`src/rtl/seq_serializer.sv`:
```
// seq_serializer: two-entry word FIFO feeding a gapless parallel-to-serial
// shifter that drives the 1101 detector input.
module seq_serializer #(
  parameter int WIDTH     = 8,
  parameter bit MSB_FIRST = 1'b1,
  parameter bit IDLE_BIT  = 1'b0
) (
  input  logic             clk,
  input  logic             rst_n,
  input  logic [WIDTH-1:0] in_data,
  input  logic             in_valid,
  output logic             in_ready,
  output logic             dout,
  output logic             dout_valid,
  output logic             word_done,
  output logic             busy
);

  localparam int CW = $clog2(WIDTH);

  typedef enum logic {IDLE, SHIFT} state_t;

  state_t           state;
  logic [WIDTH-1:0] mem [2];
  logic             wptr;
  logic             rptr;
  logic [1:0]       count;
  logic [WIDTH-1:0] sreg;
  logic [CW-1:0]    bit_cnt;
  logic             push;
  logic             pop;
  logic             last;
  logic [WIDTH-1:0] head;

  assign in_ready = rst_n && (count < 2'd2);
  assign push     = in_valid && in_ready;
  assign last     = (state == SHIFT) && (bit_cnt == '0);
  assign pop      = (count != 2'd0) && ((state == IDLE) || last);
  assign head     = mem[rptr];
  assign busy     = (state == SHIFT) || (count != 2'd0);

  function automatic logic first_bit(input logic [WIDTH-1:0] w);
    return MSB_FIRST ? w[WIDTH-1] : w[0];
  endfunction

  function automatic logic [WIDTH-1:0] advance(input logic [WIDTH-1:0] w);
    return MSB_FIRST ? (w << 1) : (w >> 1);
  endfunction

  always_ff @(posedge clk) begin
    if (!rst_n) begin
      state      <= IDLE;
      mem[0]     <= '0;
      mem[1]     <= '0;
      wptr       <= 1'b0;
      rptr       <= 1'b0;
      count      <= 2'd0;
      sreg       <= '0;
      bit_cnt    <= '0;
      dout       <= IDLE_BIT;
      dout_valid <= 1'b0;
      word_done  <= 1'b0;
    end else begin
      if (push) begin
        mem[wptr] <= in_data;
        wptr      <= ~wptr;
      end
      if (pop) begin
        rptr <= ~rptr;
      end
      case ({push, pop})
        2'b10:   count <= count + 2'd1;
        2'b01:   count <= count - 2'd1;
        default: count <= count;
      endcase
      // a pop only happens from IDLE or on the last bit, so it
      // always means "start the next word now"
      if (pop) begin
        state      <= SHIFT;
        sreg       <= advance(head);
        dout       <= first_bit(head);
        dout_valid <= 1'b1;
        bit_cnt    <= CW'(WIDTH - 1);
        word_done  <= 1'b0;
      end else if (state == SHIFT && !last) begin
        sreg      <= advance(sreg);
        dout      <= first_bit(sreg);
        bit_cnt   <= bit_cnt - CW'(1);
        word_done <= (bit_cnt == CW'(1));
      end else if (state == SHIFT) begin
        state      <= IDLE;
        dout       <= IDLE_BIT;
        dout_valid <= 1'b0;
        word_done  <= 1'b0;
      end
    end
  end

endmodule
```
`config.mk`:
```
export PLATFORM = sky130hd
export DESIGN_NAME = seq_serializer
export DESIGN_NICKNAME = d
export VERILOG_FILES = /design/src/rtl/seq_serializer.sv
export SDC_FILE = /design/constraint.sdc
export NUM_CORES = 1
export LEC_CHECK = 0
export CORE_AREA = 2 2 72 74
export CTS_CLUSTER_SIZE = 24
export DETAILED_ROUTE_END_ITERATION = 6
export DIE_AREA = 0 0 74 76
export GPL_TIMING_DRIVEN = 0
export SETUP_SLACK_MARGIN = 0.4
export SLEW_MARGIN = 20
export SYNTH_ARGS = -nofsm -noshare
export SYNTH_HDL_FRONTEND = slang
export SYNTH_SLANG_ARGS = --single-unit
```
`constraint.sdc`:
```
create_clock -name clk -period 2.15 [get_ports clk]
set_clock_uncertainty 0.1 [all_clocks]
set_input_delay 0.645 -clock clk [delete_from_list [all_inputs] [get_ports clk]]
set_output_delay 0.645 -clock clk [all_outputs]
set_load 0.005 [all_outputs]
```
==> metrics.md, run 1 <==
| Metric | Value |
|---|---|
| Status | `completed` |
| Critical path's largest stage delay | `0.34 ns` |
| Reg area | `875 µm²` |
| CTS tree | `done` |
| Worst Path Buf+Inv | `3` |
| Kind of critical path | `reg -> reg` |
| Largest family of logic cells by synthesized area | `simple AND/OR/NAND/NOR gates` |
| GR Util All Layers | `0.121` |
| Final cell count without fillers | `246` |
| TritonCTS Buffers | `5` |
| Final period utilization | `0.902` |
| Hpwl dp | `2.17 mm` |
| CP cell instances | `inv_2 -> ha_4 -> ha_4 -> nor2b_4 -> buf_6 -> buf_8 -> nor2_4 -> ha_4 -> xnor2_1 -> or3_1 -> a21oi_2` |
| CP top delay family | `adder cells` |
| Post-Place Cells | `about 230` |
| Crit path top cell by count | `ha_4` |
| Worst hold slack | `0.352 ns` |
| Routability cong. | `between 0.7 and 0.8` |
| CP startpoint kind | `flip-flop` |
| Routed wire length | `3.03 mm` |
| Share of the synthesized area in the top cell type | `0.308` |
| Ports | `16` |
| Core Footprint | `0.00491 mm²` |
| DR WL/cell | `12.3 µm` |
| Initial core utilization | `0.317` |
| Worst skew pair latency | `around 0.28 ns` |
| Yosys reg bits | `35` |
| Sw frac | `0.334` |
| Pin count of the biggest net entering global routing | `13` |
| Syn Inst Count | `143` |
| Compound-Gate Fraction of Synth Area | `0.127` |
| Clk root buf | `clkbuf_8` |
| Num Clock Sinks | `35` |
| Final Max Tran Viols | `0` |
| Critical path's slowest cell | `dfxtp_2` |
| Reg clk slew, reported paths | `0.07 ns` |
| Distinct cells, synth | `32` |
| Share of cells above drive strength 1 | `0.273` |
| Chip width | `between 70 and 80 µm` |
| Post-Synthesis Cell Area | `0.00156 mm²` |
| Antenna-violating nets left | `0` |
| Starting DRT DRC Count | `71` |
| Worst min path class | `reg -> reg` |
| Fillcell total | `482` |
| Sequential share of power | `0.403` |
| Maxcap violations | `0` |
| Vias in the first global route | `around 1,100` |
| Internal power | `1.67 mW` |
| Nature of the critical path endpoint | `flip-flop` |
| Worst EP required | `2.27 ns` |
| Clock buffer depth | `2` |
| Drt pass-1 iters | `4` |
| F_max | `516 MHz` |
| Clock power share | `0.183` |
| Worst-margin pin slew | `0.449 ns` |
| Leak | `0.783 nW` |
| Top cells by area, synth | `edfxtp_1 (31%), dfxtp_1 (24%), and2_1 (6.4%)` |
| Area grow syn2layout | `31.2%` |
| Post-synthesis xor/xnor area fraction | `0.0169` |
| FP Rows | `26` |
| Hold-fix buffers, CTS | `0` |
| Max rail drop VDD | `between 0.4 and 0.5 mV` |
| Arr. time, crit path | `2.06 ns` |
| Final hold violation count | `0` |
| YS warnings | `0` |
| Post-layout min period | `1.94 ns` |
| Logic pwr share | `0.414` |
| Layout Nets | `190` |
| Slew headroom | `0.700` |
| Sequential fraction of the synthesis area | `0.553` |
| Vias per inst | `around 4.5` |
| Mapped Avg Cell Area | `approximately 11 µm²` |
| Total power divided by cell area | `1220 mW/mm²` |
| Multi-input logic area | `about 690 µm²` |
| Number of antenna diodes | `0` |
| Sw Pwr | `0.835 mW` |
| First-pass GRT wire length | `5.20 mm` |
| RSZ-0062 raised after global routing | `yes` |
| Multiplexer area fraction after synthesis | `0.0129` |
| Adder-cell area share of the yosys netlist | `0.0321` |
| Grt ovf | `0` |
| Drt drc | `0` |
| Vias | `1,114` |
| Simple-Gate Fraction of Synth Area | `0.216` |
| Top cell type by total area after synthesis | `edfxtp_1` |
| Final setup viols | `0` |
| H-tree depth | `2` |
| Height of the die | `76 µm` |
| Synthesized net count | `158` |
| DIE AREA | `between 0.005 and 0.006 mm²` |
| Max Fanout on Critical Path | `2` |
| IO Port Bufs | `15` |
| Initial antenna violation count | `0` |
-- layout make-up --
type / count / share of cell area
clock buffers: 5 / 0.0337
flip-flops and latches: 35 / 0.428
repair buffers: 25 / 0.105
clock inverters: 3 / 0.00980
plain buffers: 7 / 0.0318
multi-input cells: 96 / 0.338
well taps: 70 / 0.0429
inverters: 5 / 0.0104
-- registers in the layout (all words and copies together), names as in the netlist, named ones only --
register and cells:
mem 16, sreg 7, bit_cnt 3, count 2
dout 1, dout_valid 1, rptr 1, state 1
word_done 1, wptr 1
-- cells in the final DEF (no fill, tap or decap), types with 3 or more instances in the layout --
cell / instances
buf_4: 11
a21oi_1: 4
dlygate4sd2_1: 4
dfxtp_1: 12
ha_4: 3
clkbuf_8: 6
or3_1: 3
edfxtp_1: 16
dfxtp_2: 5
nand3_1: 7
clkdlybuf4s50_1: 8
and2_1: 16
buf_6: 3
nor2_1: 15
o31ai_1: 7
and2b_1: 3
buf_2: 4
nor2b_1: 4
a211oi_1: 8
-- synth_stat cells (all sizes together) --
| cell type | number |
|---|---|
| nand2 | 2 |
| nor3b | 1 |
| nor2b | 5 |
| nor2 | 16 |
| dfxtp | 19 |
| clkbuf | 1 |
| o21ai | 4 |
| or2b | 1 |
| mux2i | 2 |
| a311oi | 1 |
| or3 | 3 |
| and2 | 16 |
| buf | 6 |
| o31ai | 7 |
| or2 | 1 |
| inv | 5 |
| xor2 | 1 |
| nand3 | 7 |
| nor3 | 1 |
| a211oi | 8 |
| and2b | 3 |
| ha | 4 |
| nand3b | 2 |
| a221oi | 2 |
| edfxtp | 16 |
| a21oi | 6 |
| a211o | 1 |
| xnor2 | 2 |
-- per-stage QoR --
| stage | cell area [µm²] | TNS [ns] | power (mW) | utilization | worst slack (ns) |
|---|---|---|---|---|---|
| finish | 2040 | 0 | 2.50 | 0.416 | 0.211 |
| global route | 2040 | 0 | 2.71 | 0.416 | 0.116 |
| CTS | 2020 | 0 | 2.50 | 0.411 | 0.206 |
| detailed placement | 1840 | -6.08 | 1.93 | 0.375 | -0.715 |
| global placement | 1840 | -4.94 | 1.87 | 0.375 | -0.698 |
| floorplan | 1600 | 0 | 1.66 | - | 0.191 |
-- logic make-up after synthesis --
kind of cell,after synthesis
adders and majority gates,4
buffers and inverters,12
muxes,2
and+or+nand+nor,58
xor gates and xnor gates,3
DFF,35
AOI/OAI and AO/OA,29
-- what timing repair did --
action / CTS / global route
setup buffers: 9 / 1
pin swaps: 4 / 2
gates resized for setup: 34 / 4
setup endpoints to repair: 45 / 5
-- worst min-delay path: stages, from the launching register on --
cell and delay (ns):
dfxtp_1 0.32, nand2_1 0.05, a21oi_1 0.05
-- final timing paths --
kind | start | endpoint | slack, ns | depth (start not counted)
min | sreg[7] | dout | 0.35 | 2
min reg2reg | sreg[7] | dout | 0.35 | 2
max reg2reg | bit_cnt[0] | count[1] | 0.21 | 11
max | bit_cnt[0] | count[1] | 0.21 | 11
-- power groups by stage --
stage / clock [mW] / combinational [mW] / sequential, mW
2_1_floorplan: 0 / 0.666 / 0.994
3_3_place_gp: 0 / 0.847 / 1.02
3_5_place_dp: 0 / 0.902 / 1.03
4_1_cts: 0.482 / 1.01 / 1.01
5_1_grt: 0.518 / 1.16 / 1.03
6_report: 0.459 / 1.04 / 1.01
-- layer usage --
metal,routed length (µm),GRT usage,up-vias
li1,-,-,571
met1,1290,0.147,523
met2,1590,0.196,15
met3,91,0.0317,5
met4,57,0.0600,0
met5,0,0,-
Power figures use the tool's default switching activity.
==> run 2, diff against run 1 <==
--- a/config.mk
+++ b/config.mk
@@ -5,6 +5,7 @@
 export SDC_FILE = /design/constraint.sdc
 export NUM_CORES = 1
 export LEC_CHECK = 0
+export CAP_MARGIN = 20
 export CORE_AREA = 2 2 72 74
 export CTS_CLUSTER_SIZE = 24
 export DETAILED_ROUTE_END_ITERATION = 6
==> constraint.sdc (replaced) <==
create_clock -name clk -period 2.1 [get_ports clk]
set_clock_uncertainty 0.1 [all_clocks]
set_input_delay 0.63 -clock clk [delete_from_list [all_inputs] [get_ports clk]]
set_output_delay 0.63 -clock clk [all_outputs]
set_load 0.005 [all_outputs]
==> metrics.md, run 2 (same netlist as run 1, synthesis figures left out) <==
| Metric | Value |
|---|---|
| Status | `completed` |
| CP cell instances | `inv_2 -> ha_4 -> ha_4 -> nor2b_4 -> buf_6 -> buf_8 -> nor2_4 -> ha_4 -> xnor2_1 -> or3_1 -> a21oi_2` |
| Worst skew pair latency | `0.28 ns` |
| Post-layout util | `0.419` |
| Worst reg2reg path endpoint | `count[1]` |
| CP startpoint kind | `flip-flop` |
| Design area | `0.00206 mm²` |
| Share of cells above drive strength 1 | `0.271` |
| PnR worst setup slack | `0.139 ns` |
| Worst hold slack | `around 0.36 ns` |
| Largest register FFs | `16` |
| Max rail drop VDD | `0.453 mV` |
| F_max | `510 MHz` |
| DIE AREA | `0.00562 mm²` |
| CP top delay family | `simple AND/OR/NAND/NOR gates` |
| Clock buffer depth | `2` |
| Reg clk slew, reported paths | `0.07 ns` |
| Internal power | `roughly 1.7 mW` |
| Maxcap violations | `0` |
| Antenna-violating nets left | `0` |
| Post-Place Cells | `228` |
| Sw frac | `0.327` |
| Grt ovf | `0` |
| Chip width | `between 70 and 80 µm` |
| GR Util All Layers | `0.123` |
| CTS tree | `done` |
| Pin count of the biggest net entering global routing | `12` |
| Clk root buf | `clkbuf_8` |
| Initial antenna violation count | `0` |
| First-pass GRT wire length | `5.31 mm` |
| Slew headroom | `0.675` |
| Post-layout min period | `1.96 ns` |
| Drt drc | `0` |
| Placed Area | `0.00185 mm²` |
| Arr. time, crit path | `2.07 ns` |
| Most flops, register | `mem` |
| Starting DRT DRC Count | `45` |
| Final hold violation count | `0` |
| Critical path's largest stage delay | `0.35 ns` |
| Vias in the first global route | `1,128` |
| RR Startpoint | `bit_cnt[0]` |
| Reg2Reg Depth | `11` |
| DR WL/cell | `12.7 µm` |
| Clock power share | `0.190` |
| H-tree depth | `2` |
| Kind of critical path | `reg -> reg` |
| Num Clock Sinks | `35` |
| Critical path's slowest cell | `dfxtp_4` |
| Drt pass-1 iters | `4` |
| Layout Nets | `approximately 190` |
| Worst-margin pin slew | `0.488 ns` |
| Logic pwr share | `0.410` |
| Hold-fix buffers, CTS | `0` |
| Leak | `0.797 nW` |
| Sequential share of power | `0.400` |
| Routed wire length | `3.13 mm` |
| Worst min path class | `reg -> reg` |
| Number of antenna diodes | `0` |
| IO Port Bufs | `15` |
| Ports | `16` |
| Total power divided by cell area | `1260 mW/mm²` |
| Commonest non-fill, non-tap cells in the layout | `and2_1 (16), edfxtp_1 (16), nor2_1 (14), dfxtp_1 (13), buf_4 (12)` |
| Vias | `1,141` |
| Vias per inst | `4.62` |
| Crit path top cell by count | `ha_4` |
| Sw Pwr | `between 0.8 and 0.9 mW` |
| Worst Path Buf+Inv | `3` |
| Final Max Tran Viols | `0` |
| Worst hold stages | `2` |
| Flop2flop setup slack | `0.14 ns` |
| Total negative slack | `0 ns` |
| Place WS | `-0.740 ns` |
| Core Footprint | `0.00491 mm²` |
| Worst Min Path Start | `sreg[7]` |
| Final cell count without fillers | `247` |
| Routability cong. | `0.761` |
| Area grow syn2layout | `32.2%` |
| Height of the die | `between 70 and 80 µm` |
| RSZ-0062 raised after global routing | `yes` |
| TritonCTS Buffers | `5` |
| Final setup viols | `0` |
| Worst EP required | `2.21 ns` |
| Tot Pwr | `2.60 mW` |
| Worst Hold End | `dout` |
| Hpwl dp | `2.24 mm` |
| Nature of the critical path endpoint | `flip-flop` |
| FP Rows | `26` |
| Final period utilization | `0.934` |
| Max Fanout on Critical Path | `2` |
| Top flop regs | `mem (16), sreg (7), bit_cnt (3)` |
| Initial core utilization | `0.317` |
## run 2: cell types whose count changed in the layout (fill, tap and decap cells not counted), sizes merged
cell      previous run  this run
clkbuf               6         8
buf                 19        20
clkinvlp             2         0
## run 2: power by group through the flow
stage	clock (mW)	sequential [mW]	combinational [mW]
2_1_floorplan	0	1.02	0.692
3_3_place_gp	0	1.05	0.876
3_5_place_dp	0	1.06	0.918
4_1_cts	0.506	1.04	0.997
5_1_grt	0.542	1.07	1.19
6_report	0.493	1.04	1.07
## run 2: how the worst max path moves through the flow
stage / startpoint / end / slack (ns) / cells past startpoint
finish: bit_cnt[0] / count[1] / 0.14 / 11
global route: bit_cnt[1] / count[1] / 0.06 / 11
CTS: bit_cnt[0] / count[1] / 0.17 / 11
detailed placement: rst_n / in_ready / -0.74 / 5
global placement: rst_n / in_ready / -0.71 / 5
floorplan: bit_cnt[0] / count[1] / 0.14 / 11
## run 2: worst register-to-register path, stage by stage, from the launching register on
cell and delay [ns]:
dfxtp_4 0.35, inv_2 0.04, ha_4 0.15, ha_4 0.17
nor2b_4 0.10, buf_6 0.11, buf_8 0.09, nor2_4 0.03
ha_4 0.15, xnor2_1 0.13, or3_1 0.33, a21oi_2 0.14
## run 2: what timing repair did
item,CTS,global route
buffers inserted,7,4
endpoints found under the setup margin,46,11
resized for setup,32,7
pin swaps,5,4
## run 2: area by class of cell
class                      count  area (µm²)
multi-input combinational     96         693
fill                         477        2850
clock buffer                   7        86.3
clock inverter                 1        5.00
timing repair buffer          26         223
sequential                    35         876
buffer                         7        65.1
inverter                       5        23.8
tap                           70        87.6
## run 2: layer usage
layer  track usage  wire (µm)
met1         0.148       1350
met2         0.204       1650
met3        0.0357         84
met4        0.0491         48
met5             0          0
==> run 3, diff against run 2 <==
==> constraint.sdc (replaced) <==
create_clock -name clk -period 2.4 [get_ports clk]
set_clock_uncertainty 0.1 [all_clocks]
set_input_delay 0.72 -clock clk [delete_from_list [all_inputs] [get_ports clk]]
set_output_delay 0.72 -clock clk [all_outputs]
set_load 0.005 [all_outputs]
==> metrics.md, run 3 (same netlist as run 1, synthesis figures left out) <==
| Metric | Value |
|---|---|
| Max rail drop VDD | `between 0.4 and 0.5 mV` |
| DR WL/cell | `~12 µm` |
| Ports | `16` |
| Area grow syn2layout | `29.2%` |
| Most flops, register | `mem` |
| Clock buffer depth | `2` |
| Max Fanout on Critical Path | `3` |
| DIE AREA | `0.00562 mm²` |
| Pin count of the biggest net entering global routing | `11` |
| Logic pwr share | `0.413` |
| Number of antenna diodes | `0` |
| FP Rows | `26` |
| TritonCTS Buffers | `5` |
| Post-layout util | `0.410` |
| Slew headroom | `0.673` |
| Routability cong. | `0.803` |
| Largest register FFs | `16` |
| Nature of the critical path endpoint | `output pin` |
| Worst min path class | `reg -> reg` |
| Kind of critical path | `in -> out` |
| Hpwl dp | `~2.2 mm` |
| Hold-fix buffers, CTS | `0` |
| First-pass GRT wire length | `5.08 mm` |
| Final cell count without fillers | `244` |
| Initial antenna violation count | `0` |
| Final Max Tran Viols | `0` |
| Post-Place Cells | `228` |
| Worst skew pair latency | `0.28 ns` |
| Height of the die | `76 µm` |
| GR Util All Layers | `0.119` |
| Worst EP required | `roughly 1.6 ns` |
| Starting DRT DRC Count | `28` |
| Vias per inst | `4.53` |
| Vias | `between 1,000 and 1,500` |
| Maxcap violations | `0` |
| Leak | `0.764 nW` |
| Final setup viols | `0` |
| Sw frac | `0.331` |
| Design area | `0.00201 mm²` |
| Top flop regs | `mem (16), sreg (7), bit_cnt (3)` |
| Status | `completed` |
| Drt pass-1 iters | `4` |
| Clock power share | `0.181` |
| RSZ-0062 raised after global routing | `yes` |
| CTS tree | `done` |
| Layout Nets | `about 190` |
| Final hold violation count | `0` |
| CP startpoint kind | `primary input` |
| Chip width | `74 µm` |
| Initial core utilization | `0.317` |
| Post-layout min period | `2.02 ns` |
| H-tree depth | `2` |
| Clk root buf | `clkbuf_8` |
| F_max | `slightly below 500 MHz` |
| Reg clk slew, reported paths | `0.07 ns` |
| Reg area | `870 µm²` |
| Commonest non-fill, non-tap cells in the layout | `and2_1 (16), dfxtp_1 (16), edfxtp_1 (16), nor2_1 (15)` |
| Total power divided by cell area | `1100 mW/mm²` |
| Sw Pwr | `approximately 0.73 mW` |
| Core Footprint | `a little under 0.005 mm²` |
| Sequential share of power | `0.406` |
| Arr. time, crit path | `1.20 ns` |
| Antenna-violating nets left | `0` |
| Num Clock Sinks | `35` |
| IO Port Bufs | `15` |
| Multi-input logic area | `694 µm²` |
| Grt ovf | `0` |
| Share of cells above drive strength 1 | `0.230` |
| Fillcell total | `472` |
| Flop2flop setup slack | `0.44 ns` |
| Placed Area | `0.00183 mm²` |
| Vias in the first global route | `1,109` |
| Total negative slack | `0 ns` |
| Final period utilization | `0.843` |
| Worst-margin pin slew | `0.490 ns` |
| Routed wire length | `3.03 mm` |
| Internal power | `1.48 mW` |
| Drt drc | `0` |
run 3: changes by cell type in the layout (fill, tap and decap cells not counted), moves of 2 or more:
| cell | previous run | this run |
|---|---|---|
| dfxtp_1 | 13 | 16 |
| buf_6 | 3 | 1 |
| inv_2 | 1 | 3 |
| dfxtp_2 | 3 | 1 |
| clkdlybuf4s50_1 | 8 | 11 |
| inv_4 | 2 | 0 |
| dlygate4sd2_1 | 4 | 1 |
run 3: cell type report:
| class | instances | share of cell area |
|---|---|---|
| flip-flops and latches | 35 | 0.432 |
| multi-input cells | 96 | 0.345 |
| repair buffers | 23 | 0.0976 |
| well taps | 70 | 0.0435 |
| clock buffers | 7 | 0.0379 |
| plain buffers | 7 | 0.0323 |
| inverters | 5 | 0.00932 |
| clock inverters | 1 | 0.00249 |
run 3: repair_timing:
action / CTS / global route
gates resized for setup: 25 / 6
pin swaps: 3 / 1
setup buffers: 7 / 1
endpoints found under the setup margin: 19 / 2
run 3: layer usage:
layer,track usage,wire length [µm],part of all wire
met4,0.0709,80,0.026
met5,0,0,0
met1,0.146,1360,0.45
met2,0.180,1520,0.50
met3,0.0357,69,0.023
run 3: final timing paths:
| path | endpoint | cells past startpoint | startpoint |
|---|---|---|---|
| hold reg to reg | sreg[4] | 2 | sreg[3] |
| hold / removal | sreg[4] | 2 | sreg[3] |
| setup reg to reg | count[1] | 11 | bit_cnt[0] |
| setup / recovery | in_ready | 5 | rst_n |
run 3: power by group through the flow:
stage | sequential (mW) | combinational, mW | clock [mW]
finish | 0.899 | 0.915 | 0.401
global route | 0.915 | 1.02 | 0.442
CTS | 0.898 | 0.887 | 0.417
detailed placement | 0.920 | 0.786 | 0
global placement | 0.913 | 0.748 | 0
floorplan | 0.891 | 0.584 | 0
run 3: critical path: stages:
cell and delay (ns):
buf_4 0.11, inv_2 0.05, clkbuf_8 0.13, nor2_1 0.08, clkbuf_2 0.12
run 3: stage by stage:
| stage | total power, mW | hold slack [ns] | setup WS (ns) |
|---|---|---|---|
| finish | 2.21 | 0.370 | 0.376 |
| global route | 2.38 | 0.375 | 0.351 |
| CTS | 2.20 | 0.367 | 0.132 |
| detailed placement | 1.71 | 0.356 | -0.674 |
| global placement | 1.66 | 0.346 | -0.667 |
| floorplan | 1.47 | 0.329 | 0.417 |
